==> src/rtl/in_debounce_if.sv <==
// in_debounce bus bundle: conditioned inputs and clears in,
// debounced levels, edge pulses and sticky events out.
interface in_debounce_if #(
  parameter int DATA_W = 8
) ();

  logic [DATA_W-1:0] data_i;
  logic [DATA_W-1:0] clr_i;
  logic [DATA_W-1:0] data_o;
  logic [DATA_W-1:0] rise_o;
  logic [DATA_W-1:0] fall_o;
  logic [DATA_W-1:0] evt_o;
  logic              any_evt_o;

  modport master (
    output data_i,
    output clr_i,
    input  data_o,
    input  rise_o,
    input  fall_o,
    input  evt_o,
    input  any_evt_o
  );

  modport slave (
    input  data_i,
    input  clr_i,
    output data_o,
    output rise_o,
    output fall_o,
    output evt_o,
    output any_evt_o
  );

endinterface

==> src/rtl/in_debounce.sv <==
// Per-bit debouncer with prescaled sample tick, registered
// rise/fall pulses and software-clearable sticky event flags.
module in_debounce #(
  parameter int                 DATA_W       = 8,
  parameter int                 TICK_DIV     = 1000,
  parameter int                 STABLE_TICKS = 4,
  parameter logic [DATA_W-1:0]  RST_VAL      = '0
) (
  input  logic         clk_i,
  input  logic         rst_i,
  in_debounce_if.slave bus
);

  localparam int PW = (TICK_DIV > 1) ? $clog2(TICK_DIV) : 1;
  localparam int CW = $clog2(STABLE_TICKS + 1);

  localparam logic [PW-1:0] PMAX = PW'(TICK_DIV - 1);
  localparam logic [CW-1:0] CMAX = CW'(STABLE_TICKS - 1);

  logic [DATA_W-1:0] din;
  logic [DATA_W-1:0] clr;

  logic [PW-1:0] pre_q;
  logic [PW-1:0] pre_d;
  logic          tick;

  logic [DATA_W-1:0][CW-1:0] cnt_q;
  logic [DATA_W-1:0][CW-1:0] cnt_d;

  logic [DATA_W-1:0] data_q;
  logic [DATA_W-1:0] data_d;
  logic [DATA_W-1:0] rise_q;
  logic [DATA_W-1:0] rise_d;
  logic [DATA_W-1:0] fall_q;
  logic [DATA_W-1:0] fall_d;
  logic [DATA_W-1:0] evt_q;
  logic [DATA_W-1:0] evt_d;
  logic              any_q;
  logic              any_d;

  assign din = bus.data_i;
  assign clr = bus.clr_i;

  // Prescaler: free-running 0..TICK_DIV-1, tick on the last count.
  always_comb begin
    tick  = (pre_q == PMAX);
    pre_d = pre_q + PW'(1);
    if (tick) begin
      pre_d = '0;
    end
  end

  // Qualify each bit: any match clears its count, ticks advance it.
  always_comb begin
    cnt_d  = cnt_q;
    data_d = data_q;
    rise_d = '0;
    fall_d = '0;
    for (int i = 0; i < DATA_W; i++) begin
      if (din[i] == data_q[i]) begin
        cnt_d[i] = '0;
      end else if (tick) begin
        if (cnt_q[i] == CMAX) begin
          data_d[i] = din[i];
          cnt_d[i]  = '0;
          rise_d[i] = din[i];
          fall_d[i] = ~din[i];
        end else begin
          cnt_d[i] = cnt_q[i] + CW'(1);
        end
      end
    end
  end

  // Sticky events: a new edge outranks a same-cycle clear.
  always_comb begin
    evt_d = (evt_q & ~clr) | rise_d | fall_d;
    any_d = |evt_q;
  end

  // State registers with synchronous active-low reset.
  always_ff @(posedge clk_i) begin
    if (!rst_i) begin
      pre_q  <= '0;
      cnt_q  <= '0;
      data_q <= RST_VAL;
      rise_q <= '0;
      fall_q <= '0;
      evt_q  <= '0;
      any_q  <= 1'b0;
    end else begin
      pre_q  <= pre_d;
      cnt_q  <= cnt_d;
      data_q <= data_d;
      rise_q <= rise_d;
      fall_q <= fall_d;
      evt_q  <= evt_d;
      any_q  <= any_d;
    end
  end

  assign bus.data_o    = data_q;
  assign bus.rise_o    = rise_q;
  assign bus.fall_o    = fall_q;
  assign bus.evt_o     = evt_q;
  assign bus.any_evt_o = any_q;

endmodule
==> src/flat_wrapper.sv <==
// flat-port wrapper written by rule: the top's interface ports become plain ports
module in_debounce_flat 
#(
  parameter int                 DATA_W       = 8,
  parameter int                 TICK_DIV     = 1000,
  parameter int                 STABLE_TICKS = 4,
  parameter logic [DATA_W-1:0]  RST_VAL      = '0
)
  (clk_i, rst_i, bus_data_i, bus_clr_i, bus_data_o, bus_rise_o, bus_fall_o, bus_evt_o, bus_any_evt_o);
  in_debounce_if #(.DATA_W(DATA_W)) bus_i ();
  input  logic clk_i;
  input  logic rst_i;
  input wire logic [$bits(bus_i.data_i)-1:0] bus_data_i;
  input wire logic [$bits(bus_i.clr_i)-1:0] bus_clr_i;
  output wire logic [$bits(bus_i.data_o)-1:0] bus_data_o;
  output wire logic [$bits(bus_i.rise_o)-1:0] bus_rise_o;
  output wire logic [$bits(bus_i.fall_o)-1:0] bus_fall_o;
  output wire logic [$bits(bus_i.evt_o)-1:0] bus_evt_o;
  output wire logic [$bits(bus_i.any_evt_o)-1:0] bus_any_evt_o;
  assign bus_i.data_i = bus_data_i;
  assign bus_i.clr_i = bus_clr_i;
  assign bus_data_o = bus_i.data_o;
  assign bus_rise_o = bus_i.rise_o;
  assign bus_fall_o = bus_i.fall_o;
  assign bus_evt_o = bus_i.evt_o;
  assign bus_any_evt_o = bus_i.any_evt_o;
  in_debounce #(.DATA_W(DATA_W), .TICK_DIV(TICK_DIV), .STABLE_TICKS(STABLE_TICKS), .RST_VAL(RST_VAL)) u_core (.clk_i(clk_i), .rst_i(rst_i), .bus(bus_i));
endmodule
==> config.mk <==
export PLATFORM = sky130hd
export DESIGN_NAME = in_debounce_flat
export DESIGN_NICKNAME = d
export VERILOG_FILES = /design/src/rtl/in_debounce_if.sv /design/src/rtl/in_debounce.sv /design/src/flat_wrapper.sv
export SDC_FILE = /design/constraint.sdc
export NUM_CORES = 1
export LEC_CHECK = 0
export BUFFER_PORTS_ARGS = -buffer_cell sky130_fd_sc_hd__buf_2
export CAP_MARGIN = 20
export CORE_AREA = 8 8 90 92
export CTS_CLUSTER_SIZE = 40
export DETAILED_ROUTE_END_ITERATION = 7
export DIE_AREA = 0 0 98 100
export GPL_ROUTABILITY_DRIVEN = 1
export PLACE_DENSITY_LB_ADDON = 0.3
export SLEW_MARGIN = 40
export SYNTH_ARGS = -nofsm -noshare
export SYNTH_HDL_FRONTEND = slang
export SYNTH_SLANG_ARGS = --single-unit
==> constraint.sdc <==
create_clock -name clk_i -period 2.5 [get_ports clk_i]
set_input_delay 0.5 -clock clk_i [delete_from_list [all_inputs] [get_ports clk_i]]
set_output_delay 0.5 -clock clk_i [all_outputs]
set_load 0.01 [all_outputs]
==> results.yml, run 1 <==
sta:
  timing.hold.ws_ns: 0.362
  period_needed_ns: 1.87
  setup_viol: 0
  worst_pin_slew_ns: 0.696
  clock.fmax_mhz: 536
  timing.setup.tns_ns: 0
  setup_ws_ns: 0.633
  slew_headroom: 0.536
  final_min_period_over_clock_period: 0.747
  maxSlewViolCount: 0
  rsz_0062_raised_after_global_routing: "false"
  finClkSkew_ns: 0.0154
  hold_viol: 0
worst_setup_path:
  critical_path_required_ns: 2.75
  timing.rr.end: "u_core.bus.evt_o[4]"
  critPathTopFamily: "simple AND/OR/NAND/NOR gates"
  sort_of_element_at_the_end_of_the_critical_path: "flip-flop"
  critPathKind: "reg -> reg"
  critical_path_arrival_ns: 2.12
  timing.reg2reg.setup_slack_ns: 0.63
  critical_path.cell_chain: "or3b_4 -> or3_1 -> buf_4 -> o31ai_1"
  rr_worst_depth: 4
  critPathBufInv: 1
  r2r_start: "u_core.pre_q[3]"
  critical_path_source_type: "flip-flop"
  critical_path_peak_fanout: 13
  critical-path-slowest-cell: "sky130_fd_sc_hd__or3b_4"
  cp_slowest_stage_delay_ns: 0.49
floorplan:
  row_count: 30
  die-width_um: 98
  initial_core_util: 0.443
  die-area_um2: 9800
  die_h_um: 100
  core_um2: 6640
  ios: 51
placement:
  dpl_cell_area_um2: 3270
  routabilityCongestion: 0.810
  detailedPlace.worstSlack_ns: 0.636
  io_buffers: 50
  hpwlAfterDp_mm: 4.64
worst_hold_path:
  timing.hold.worst_path_depth: 2
  hp-start: "bus_data_i[7]"
  worst_hold_path_type: "in -> reg"
  min_delay_worst_endpoint: "u_core.bus.fall_o[7]"
clocking:
  clock-root-buffer: "sky130_fd_sc_hd__clkbuf_8"
  cts_max_path_buffers: 2
  cts_sinks: 67
  cts_setup_buffers: 0
  cts-buffers-inserted: 9
  clk-insertion-delay-late_ns: 0.35
  clkSlewWorstSetupHoldPaths_ns: 0.08
  post_cts.resized_instances: 0
  cts_tree: "built"
  postCtsHoldBufs: 0
  ctsHtreeMaxLevel: 3
routing:
  residual_drc: 0
  vias: 2397
  wl_per_cell_um: 15.4
  detail-route-antenna-nets: 0
  wirelength_mm: 6.69
  drtIter0Drc: 96
  detail_route.first_pass.iterations: 4
  routed_via_density: 5.51
synth:
  synthAdderAreaFrac: 0.0382
  ys_warn_count: 0
  edff_count_synth: 0
  dominantRegCellSynth: "sky130_fd_sc_hd__dfxtp_1"
  postSynthAreaPerCell_um2: 9.92
  netlist-cell-type-count: 35
  post_synth_xor_area_fraction: 0.0327
  postSynthRegisterBits: 67
  synth.mux.area_fraction: 0.0782
  yosysSeqAreaShare: 0.455
  synth-simple-area-share: 0.263
  post_synth_instance_area_um2: 2950
  synth_top_family_by_area: "simple AND/OR/NAND/NOR gates"
  async_flop_share: 0
  postSynthCellCount: 297
  synth-compound-area-share: 0.0930
  synth_nets: 324
power_and_ir_drop:
  seq_power_share: 0.477
  net_switching_share_of_the_total_power: 0.207
  clock_power_share: 0.488
  ir_drop_worst_vdd_uv: 323
  cellLeakagePower_uw: 0.00149
  total_switching_power_uw: 466
  power_density_nw_per_um2: 642
  internal_power_uw: 1790
  combinationalPowerShare: 0.035
finish:
  seq_area_um2: 1340
  nFillCells: 614
  layout.core_utilization: 0.529
  finish.instance_area_um2: 3510
  n_antenna_cell: 0
  area.growth.synth_to_final_pct: 19.3
  final_net_count: 377
  multi_input_area_um2: 1490
  final_layout_size_suffix_gt1_frac: 0.225
status:
  status: "completed"
flow_run:
  cap_viol_max_count: 0
global_routing:
  grt_first_pass_wirelength_mm: 11.3
  maximum_number_of_pins_on_one_net_before_global_route_repair: 75
  grt.overflow.total: 0
  global_route.usage.total: 0.143
  grt_antenna_before_repair: 0
  grt_pass1_vias: 2314
[cell usage after synthesis, types with 3 or more instances]
cell type / number / area share
sky130_fd_sc_hd__xnor2_1: 3 / 0.0089
sky130_fd_sc_hd__dfxtp_1: 67 / 0.46
sky130_fd_sc_hd__nand3_1: 27 / 0.046
sky130_fd_sc_hd__mux2i_1: 23 / 0.078
sky130_fd_sc_hd__inv_1: 11 / 0.014
sky130_fd_sc_hd__nand2_1: 26 / 0.033
sky130_fd_sc_hd__nand2b_1: 8 / 0.017
sky130_fd_sc_hd__or3_1: 5 / 0.011
sky130_fd_sc_hd__nor4_1: 19 / 0.040
sky130_fd_sc_hd__a21oi_1: 14 / 0.024
sky130_fd_sc_hd__o31ai_1: 3 / 0.0076
sky130_fd_sc_hd__xor2_1: 8 / 0.024
sky130_fd_sc_hd__nor4b_1: 8 / 0.024
sky130_fd_sc_hd__nor2_1: 3 / 0.0038
sky130_fd_sc_hd__nand4b_1: 8 / 0.024
sky130_fd_sc_hd__clkbuf_1: 11 / 0.014
sky130_fd_sc_hd__nand3b_1: 8 / 0.020
sky130_fd_sc_hd__o21ai_0: 5 / 0.0085
sky130_fd_sc_hd__o31ai_4: 6 / 0.043
sky130_fd_sc_hd__nand4_1: 11 / 0.023
sky130_fd_sc_hd__ha_1: 9 / 0.038
[layout make-up]
type,count,share of cell area
Clock buffer,12,0.0413
Clock inverter,4,0.0278
Inverter,11,0.0117
Multi-Input combinational cell,204,0.423
Sequential cell,67,0.382
Tap cell,80,0.0285
Timing Repair Buffer,57,0.0862
[per-stage QoR]
stage,instances,total power [uW]
after floorplan,297,1150
after global placement,419,1180
after detailed placement,419,1180
after CTS,435,2270
after global routing,435,2330
final,435,2250
[worst register-to-register path: cells and delay by family (launching register included)]
family          cells  cell delay, ns
buf+inv             1            0.23
compound gates      1            0.25
simple gates        2            0.92
flops               1            0.38
[per-layer routing]
layer	global-route usage	vias up	wire length [um]	part of all wire
met5	0	-	0	0
met4	0.0504	0	49	0.0073
met3	0.0540	6	380	0.057
met2	0.222	51	3010	0.45
met1	0.176	1135	3250	0.49
li1	-	1205	-	-
[placed cells by master, fill, tap and decap left out, types with 2 or more instances in the layout]
cell,n
sky130_fd_sc_hd__a21oi_1,14
sky130_fd_sc_hd__buf_2,50
sky130_fd_sc_hd__buf_4,7
sky130_fd_sc_hd__bufinv_16,3
sky130_fd_sc_hd__clkbuf_1,2
sky130_fd_sc_hd__clkbuf_8,10
sky130_fd_sc_hd__dfxtp_1,67
sky130_fd_sc_hd__ha_1,9
sky130_fd_sc_hd__inv_1,11
sky130_fd_sc_hd__mux2i_1,23
sky130_fd_sc_hd__nand2_1,26
sky130_fd_sc_hd__nand2b_1,8
sky130_fd_sc_hd__nand3_1,27
sky130_fd_sc_hd__nand3b_1,8
sky130_fd_sc_hd__nand4_1,11
sky130_fd_sc_hd__nand4b_1,8
sky130_fd_sc_hd__nor2_1,3
sky130_fd_sc_hd__nor4_1,19
sky130_fd_sc_hd__nor4b_1,8
sky130_fd_sc_hd__o21ai_0,5
sky130_fd_sc_hd__o31ai_1,3
sky130_fd_sc_hd__o31ai_4,6
sky130_fd_sc_hd__or3_1,5
sky130_fd_sc_hd__xnor2_1,3
sky130_fd_sc_hd__xor2_1,8
[flip-flops by register name (all words and copies together), names as in the netlist]
name and flops:
u_core.pre_q 10, u_core.bus.fall_o 8, u_core.bus.evt_o 8, u_core.bus.rise_o 8, u_core.bus.data_o 8, u_core.bus.any_evt_o 1, u_core.cnt_q 24
[power by group through the flow]
stage	clock network (uW)	registers [uW]	logic, uW
6_report	1100	1070	78.9
5_1_grt	1170	1070	88.5
4_1_cts	1120	1070	79.2
3_5_place_dp	0	1100	78.5
3_3_place_gp	0	1100	77.0
2_1_floorplan	0	1100	49.5
[worst max path at each step]
stage,startpoint,to,cells after the start,slack (ns)
CTS,u_core.pre_q[0],u_core.bus.fall_o[6],5,0.61
global route,u_core.pre_q[0],u_core.bus.fall_o[4],5,0.39
detailed placement,u_core.pre_q[0],u_core.bus.fall_o[5],5,0.64
floorplan,u_core.pre_q[0],u_core.bus.evt_o[1],6,0.79
finish,u_core.pre_q[3],u_core.bus.evt_o[4],4,0.63
global placement,u_core.pre_q[3],u_core.bus.evt_o[6],4,0.69
[cells by family after synthesis]
logic type | after synthesis
simple gates | 130
flops | 67
compound gates | 31
buf+inv | 26
mux | 23
xor+xnor | 11
fa+ha+maj | 9
No activity file was read; power rests on OpenSTA's default activity.
==> run 2, diff against run 1 <==
Clock period 2.5 ns to 1.5 ns, I/O delays scaled along.
==> run 2 against run 1 <==
Compared with the run above: the run now ends with setup timing left; register-to-register slack got worse by 0.74 ns; via count increased by 4.4%; die area unchanged; combinational power increased by 110%; critical path type unchanged; highest routed layer unchanged.
==> results.yml, run 2 (synthesis results as in run 1) <==
floorplan:
  core_um2: 6640
  die-area_um2: 9800
  row_count: 30
  die_h_um: 100
  die-width_um: 98
  ios: 51
  initial_core_util: 0.443
status:
  status: "finished, violations left"
  failing_checks: "setup timing"
clocking:
  clk-insertion-delay-late_ns: 0.33
  ctsHtreeMaxLevel: 3
  clkSlewWorstSetupHoldPaths_ns: 0.07
  clock-root-buffer: "sky130_fd_sc_hd__clkbuf_8"
  cts_max_path_buffers: 2
  cts_sinks: 67
  cts_tree: "built"
  cts-buffers-inserted: 9
worst_setup_path:
  critical_path_arrival_ns: 1.84
  timing.reg2reg.setup_slack_ns: -0.10
  critical_path_source_type: "flip-flop"
  sort_of_element_at_the_end_of_the_critical_path: "flip-flop"
  critical_path_peak_fanout: 6
  critical_path_required_ns: 1.74
  timing.rr.end: "u_core.bus.evt_o[4]"
  rr_worst_depth: 4
  critPathKind: "reg -> reg"
  r2r_start: "u_core.pre_q[3]"
finish:
  layout_commonest_cell: "sky130_fd_sc_hd__dfxtp_1"
  final_layout_size_suffix_gt1_frac: 0.353
  largest-register: "u_core.cnt_q"
  final_net_count: 404
  layout.core_utilization: 0.605
  final_cell_mix: "64 x sky130_fd_sc_hd__dfxtp_1, 50 x sky130_fd_sc_hd__buf_2, 28 x sky130_fd_sc_hd__buf_4"
  largestRegisters: "u_core.cnt_q (24), u_core.pre_q (10)"
  n_antenna_cell: 0
  largest_register_ffs: 24
  area.growth.synth_to_final_pct: 36.4
sta:
  finClkSkew_ns: 0.00475
  hold_viol: 0
  worst_pin_slew_ns: 0.529
  clock.fmax_mhz: 624
  setup_ws_ns: -0.102
  maxSlewViolCount: 0
  period_needed_ns: 1.60
  setup_viol: 34
  slew_headroom: 0.644
  rsz_0062_raised_after_global_routing: "true"
  timing.hold.ws_ns: 0.183
  final_min_period_over_clock_period: 1.07
flow_run:
  cap_viol_max_count: 0
placement:
  io_buffers: 50
  hpwlAfterDp_mm: 4.81
  routabilityCongestion: 0.776
  detailedPlace.worstSlack_ns: -0.125
routing:
  wirelength_mm: 7.16
  drtIter0Drc: 143
  detail_route.first_pass.iterations: 4
  routed_via_density: 5.42
  vias: 2502
  wl_per_cell_um: 15.5
  detail-route-antenna-nets: 0
  residual_drc: 0
global_routing:
  global_route.usage.total: 0.149
  grt_pass1_vias: 2488
  grt_first_pass_wirelength_mm: 11.9
  grt.overflow.total: 0
  maximum_number_of_pins_on_one_net_before_global_route_repair: 46
  grt_antenna_before_repair: 0
power_and_ir_drop:
  power_density_nw_per_um2: 976
  cellLeakagePower_uw: 0.00179
  ir_drop_worst_vdd_uv: 457
worst_hold_path:
  min_delay_worst_endpoint: "u_core.bus.fall_o[3]"
  worst_hold_path_type: "in -> reg"
  hp-start: "bus_data_i[3]"
  timing.hold.worst_path_depth: 2
==> run 2: cell types whose count changed in the layout (fill, tap and decap cells not counted), moves of 3 or more <==
cell | before | now
sky130_fd_sc_hd__nor4_4 | 0 | 7
sky130_fd_sc_hd__dfxtp_1 | 67 | 64
sky130_fd_sc_hd__buf_6 | 0 | 3
sky130_fd_sc_hd__nor4_2 | 0 | 6
sky130_fd_sc_hd__nor4b_2 | 0 | 6
sky130_fd_sc_hd__nor4b_1 | 8 | 2
sky130_fd_sc_hd__buf_4 | 7 | 28
sky130_fd_sc_hd__nor4_1 | 19 | 6
==> run 2: layer usage <==
metal  wire length [um]  share of wire  track usage
met5                  0              0            0
met4                141          0.020       0.0683
met3                423          0.059       0.0381
met2               3360           0.47        0.249
met1               3240           0.45        0.176
==> run 2: per-stage QoR <==
| stage | setup TNS [ns] | cell area, um2 | std cells | total power, uW |
|---|---|---|---|---|
| floorplan | -1.94 | 2990 | 297 | 1920 |
| CTS | -1.45 | 3920 | 462 | 3960 |
| global placement | -0.859 | 3520 | 446 | 1990 |
| detailed placement | -1.73 | 3520 | 446 | 1990 |
| finish | -1.47 | 4020 | 462 | 3920 |
| global route | -3.70 | 4020 | 462 | 4050 |
==> run 2: area by class of cell <==
type	count	area, um2
flip-flops and latches	67	1350
inverters	11	41.3
fillers	540	2630
multi-input cells	204	1720
repair buffers	84	544
well taps	80	100
clock buffers	13	180
clock inverters	3	90.1
==> run 2: worst max-delay path by stage <==
stage,start,endpoint,slack [ns],depth (start not counted)
6_report,u_core.pre_q[3],u_core.bus.evt_o[4],-0.10,4
2_1_floorplan,u_core.pre_q[3],u_core.bus.evt_o[1],-0.08,5
4_1_cts,u_core.pre_q[3],u_core.bus.evt_o[4],-0.09,4
5_1_grt,u_core.pre_q[3],u_core.bus.evt_o[4],-0.12,4
3_5_place_dp,u_core.pre_q[3],u_core.bus.evt_o[4],-0.12,4
3_3_place_gp,u_core.pre_q[3],u_core.bus.evt_o[4],-0.08,4
==> run 2: power breakdown <==
part | internal, uW | switching [uW]
combinational | 70.1 | 95.9
clock | 1300 | 668
sequential | 1780 | 6.87
==> run 2: timing repair <==
| action | in CTS | in global routing |
|---|---|---|
| gates resized for setup | 21 | 17 |
| endpoints found under the setup margin | 53 | 63 |
| hold buffers | 0 | 0 |
| setup buffers | 0 | 0 |
| pin swaps | 0 | 4 |
==> run 2: worst max-delay path: stages (launching register included) <==
cell and delay, ns:
sky130_fd_sc_hd__dfxtp_4 0.35, sky130_fd_sc_hd__or3b_4 0.41, sky130_fd_sc_hd__or3_4 0.38, sky130_fd_sc_hd__buf_6 0.16, sky130_fd_sc_hd__o31ai_1 0.22
==> run 3, diff against run 2 <==
Settings changed: CELL_PAD_IN_SITES_DETAIL_PLACEMENT from default to 1, CELL_PAD_IN_SITES_GLOBAL_PLACEMENT from default to 2, CORE_AREA 8 8 90 92 to 4 4 79 136, DIE_AREA 0 0 98 100 to 0 0 83 140.
==> run 3 against run 2 <==
Compared with the run above: clock power is 15% higher; wire length is 21% higher; the run still ends with setup timing left; worst hold slack is essentially flat; sequential cell count is the same; combinational power increased by 10%; first-iteration DRC count fell by 52%; highest routed layer unchanged.
==> results.yml, run 3 (synthesis results as in run 1) <==
floorplan:
  initial_core_util: 0.303
  die_h_um: 140
  die-area_um2: 11600
  die-width_um: 83
  ios: 51
  row_count: 48
  core_um2: 9730
routing:
  wl_per_cell_um: 17.2
  wirelength_mm: 8.68
  residual_drc: 0
  detail-route-antenna-nets: 0
  detail_route.first_pass.iterations: 4
  vias: 2553
  routed_via_density: 5.05
  drtIter0Drc: 68
placement:
  hpwlAfterDp_mm: 5.61
  routabilityCongestion: 0.721
  io_buffers: 50
  dp_cells: 487
  detailedPlace.worstSlack_ns: -0.117
  dpl_cell_area_um2: 3560
power_and_ir_drop:
  power_density_nw_per_um2: 1000
  ir_drop_worst_vdd_uv: 528
  cellLeakagePower_uw: 0.00187
  totalPowerFinal_uw: 4240
clocking:
  cts_setup_buffers: 0
  postCtsHoldBufs: 0
  ctsHtreeMaxLevel: 3
  clock-root-buffer: "sky130_fd_sc_hd__clkbuf_16"
  clk-insertion-delay-late_ns: 0.34
  cts-buffers-inserted: 9
  cts_sinks: 67
  cts_tree: "built"
  clkSlewWorstSetupHoldPaths_ns: 0.06
  cts_max_path_buffers: 2
finish:
  post_layout_nonfiller_instances: 506
  area.growth.synth_to_final_pct: 44.0
  final_cell_mix: "64 x sky130_fd_sc_hd__dfxtp_1, 50 x sky130_fd_sc_hd__buf_2, 27 x sky130_fd_sc_hd__nand3_1"
  multi_input_area_um2: 1790
  largest-register: "u_core.cnt_q"
  layout_commonest_cell: "sky130_fd_sc_hd__dfxtp_1"
  largestRegisters: "u_core.cnt_q (24), u_core.pre_q (10)"
  n_antenna_cell: 0
  finish.instance_area_um2: 4240
  final_net_count: 403
  nFillCells: 1114
  largest_register_ffs: 24
  seq_area_um2: 1350
  final_layout_size_suffix_gt1_frac: 0.365
worst_hold_path:
  timing.hold.worst_path_depth: 2
  hp-start: "bus_data_i[3]"
  worst_hold_path_type: "in -> reg"
  min_delay_worst_endpoint: "u_core.bus.fall_o[3]"
status:
  status: "finished, violations left"
  failing_checks: "setup timing"
sta:
  clock.fmax_mhz: 605
  period_needed_ns: 1.65
  hold_viol: 0
  maxSlewViolCount: 0
  rsz_0062_raised_after_global_routing: "true"
  setup_ws_ns: -0.153
  setup_viol: 37
  worst_pin_slew_ns: 0.463
  timing.hold.ws_ns: 0.183
  slew_headroom: 0.690
  finClkSkew_ns: 0.00549
  final_min_period_over_clock_period: 1.10
global_routing:
  maximum_number_of_pins_on_one_net_before_global_route_repair: 52
  grt_pass1_vias: 2668
  grt_antenna_before_repair: 0
  global_route.usage.total: 0.153
  grt_first_pass_wirelength_mm: 13.9
  grt.overflow.total: 0
worst_setup_path:
  critical-path-slowest-cell: "sky130_fd_sc_hd__or3_4"
  critical_path_peak_fanout: 6
  critical_path_required_ns: 1.75
  r2r_start: "u_core.pre_q[3]"
  timing.reg2reg.setup_slack_ns: -0.15
  sort_of_element_at_the_end_of_the_critical_path: "flip-flop"
  critical_path_arrival_ns: 1.90
  critical_path.cell_chain: "or3b_4 -> or3_4 -> buf_12 -> o31ai_2"
  critical_path_source_type: "flip-flop"
  rr_worst_depth: 4
  critPathKind: "reg -> reg"
  cp_slowest_stage_delay_ns: 0.41
  timing.rr.end: "u_core.bus.evt_o[4]"
flow_run:
  cap_viol_max_count: 0
-- run 3: layout make-up --
type,instances,share of cell area
clock buffers,11,0.0622
clock inverters,5,0.0139
inverters,11,0.00973
multi-input cells,204,0.421
flip-flops and latches,67,0.318
well taps,125,0.0369
repair buffers,83,0.138
-- run 3: timing repair --
action / CTS / global route
gates resized for setup: 26 / 24
gates cloned: 2 / 1
endpoints found under the setup margin: 53 / 64
pin swaps: 1 / 11
-- run 3: where the power goes --
part           switching, uW  leakage, uW  total, uW  internal, uW
logic                    107      0.00117        183          75.7
clock network            835     0.000153       2270          1430
registers               6.53     0.000541       1790          1790
total                    949      0.00187       4240          3290
-- run 3: metrics by stage --
stage / utilization / setup TNS, ns
floorplan: - / -1.94
global placement: 0.366 / -0.849
detailed placement: 0.366 / -2.11
CTS: 0.418 / -2.02
global route: 0.436 / -4.91
finish: 0.436 / -2.15
-- run 3: how the worst max path moves through the flow --
stage / to / depth (start not counted) / start / slack (ns)
floorplan: u_core.bus.evt_o[1] / 5 / u_core.pre_q[3] / -0.08
global placement: u_core.bus.evt_o[4] / 4 / u_core.pre_q[3] / -0.08
detailed placement: u_core.bus.evt_o[4] / 4 / u_core.pre_q[3] / -0.12
CTS: u_core.bus.evt_o[4] / 4 / u_core.pre_q[3] / -0.11
global route: u_core.bus.evt_o[4] / 4 / u_core.pre_q[3] / -0.18
finish: u_core.bus.evt_o[4] / 4 / u_core.pre_q[3] / -0.15
-- run 3: critical path, delay by kind of cell (launching register included) --
kind / cells / cell delay, ns
compound gates: 1 / 0.24
simple gates: 2 / 0.81
buf+inv: 1 / 0.17
flops: 1 / 0.34
-- run 3: routing by layer --
layer,GRT usage,share of wire,vias to the layer above
li1,-,-,1259
met1,0.169,0.42,1243
met2,0.276,0.53,37
met3,0.0341,0.028,14
met4,0.0672,0.026,0
met5,0,0,-
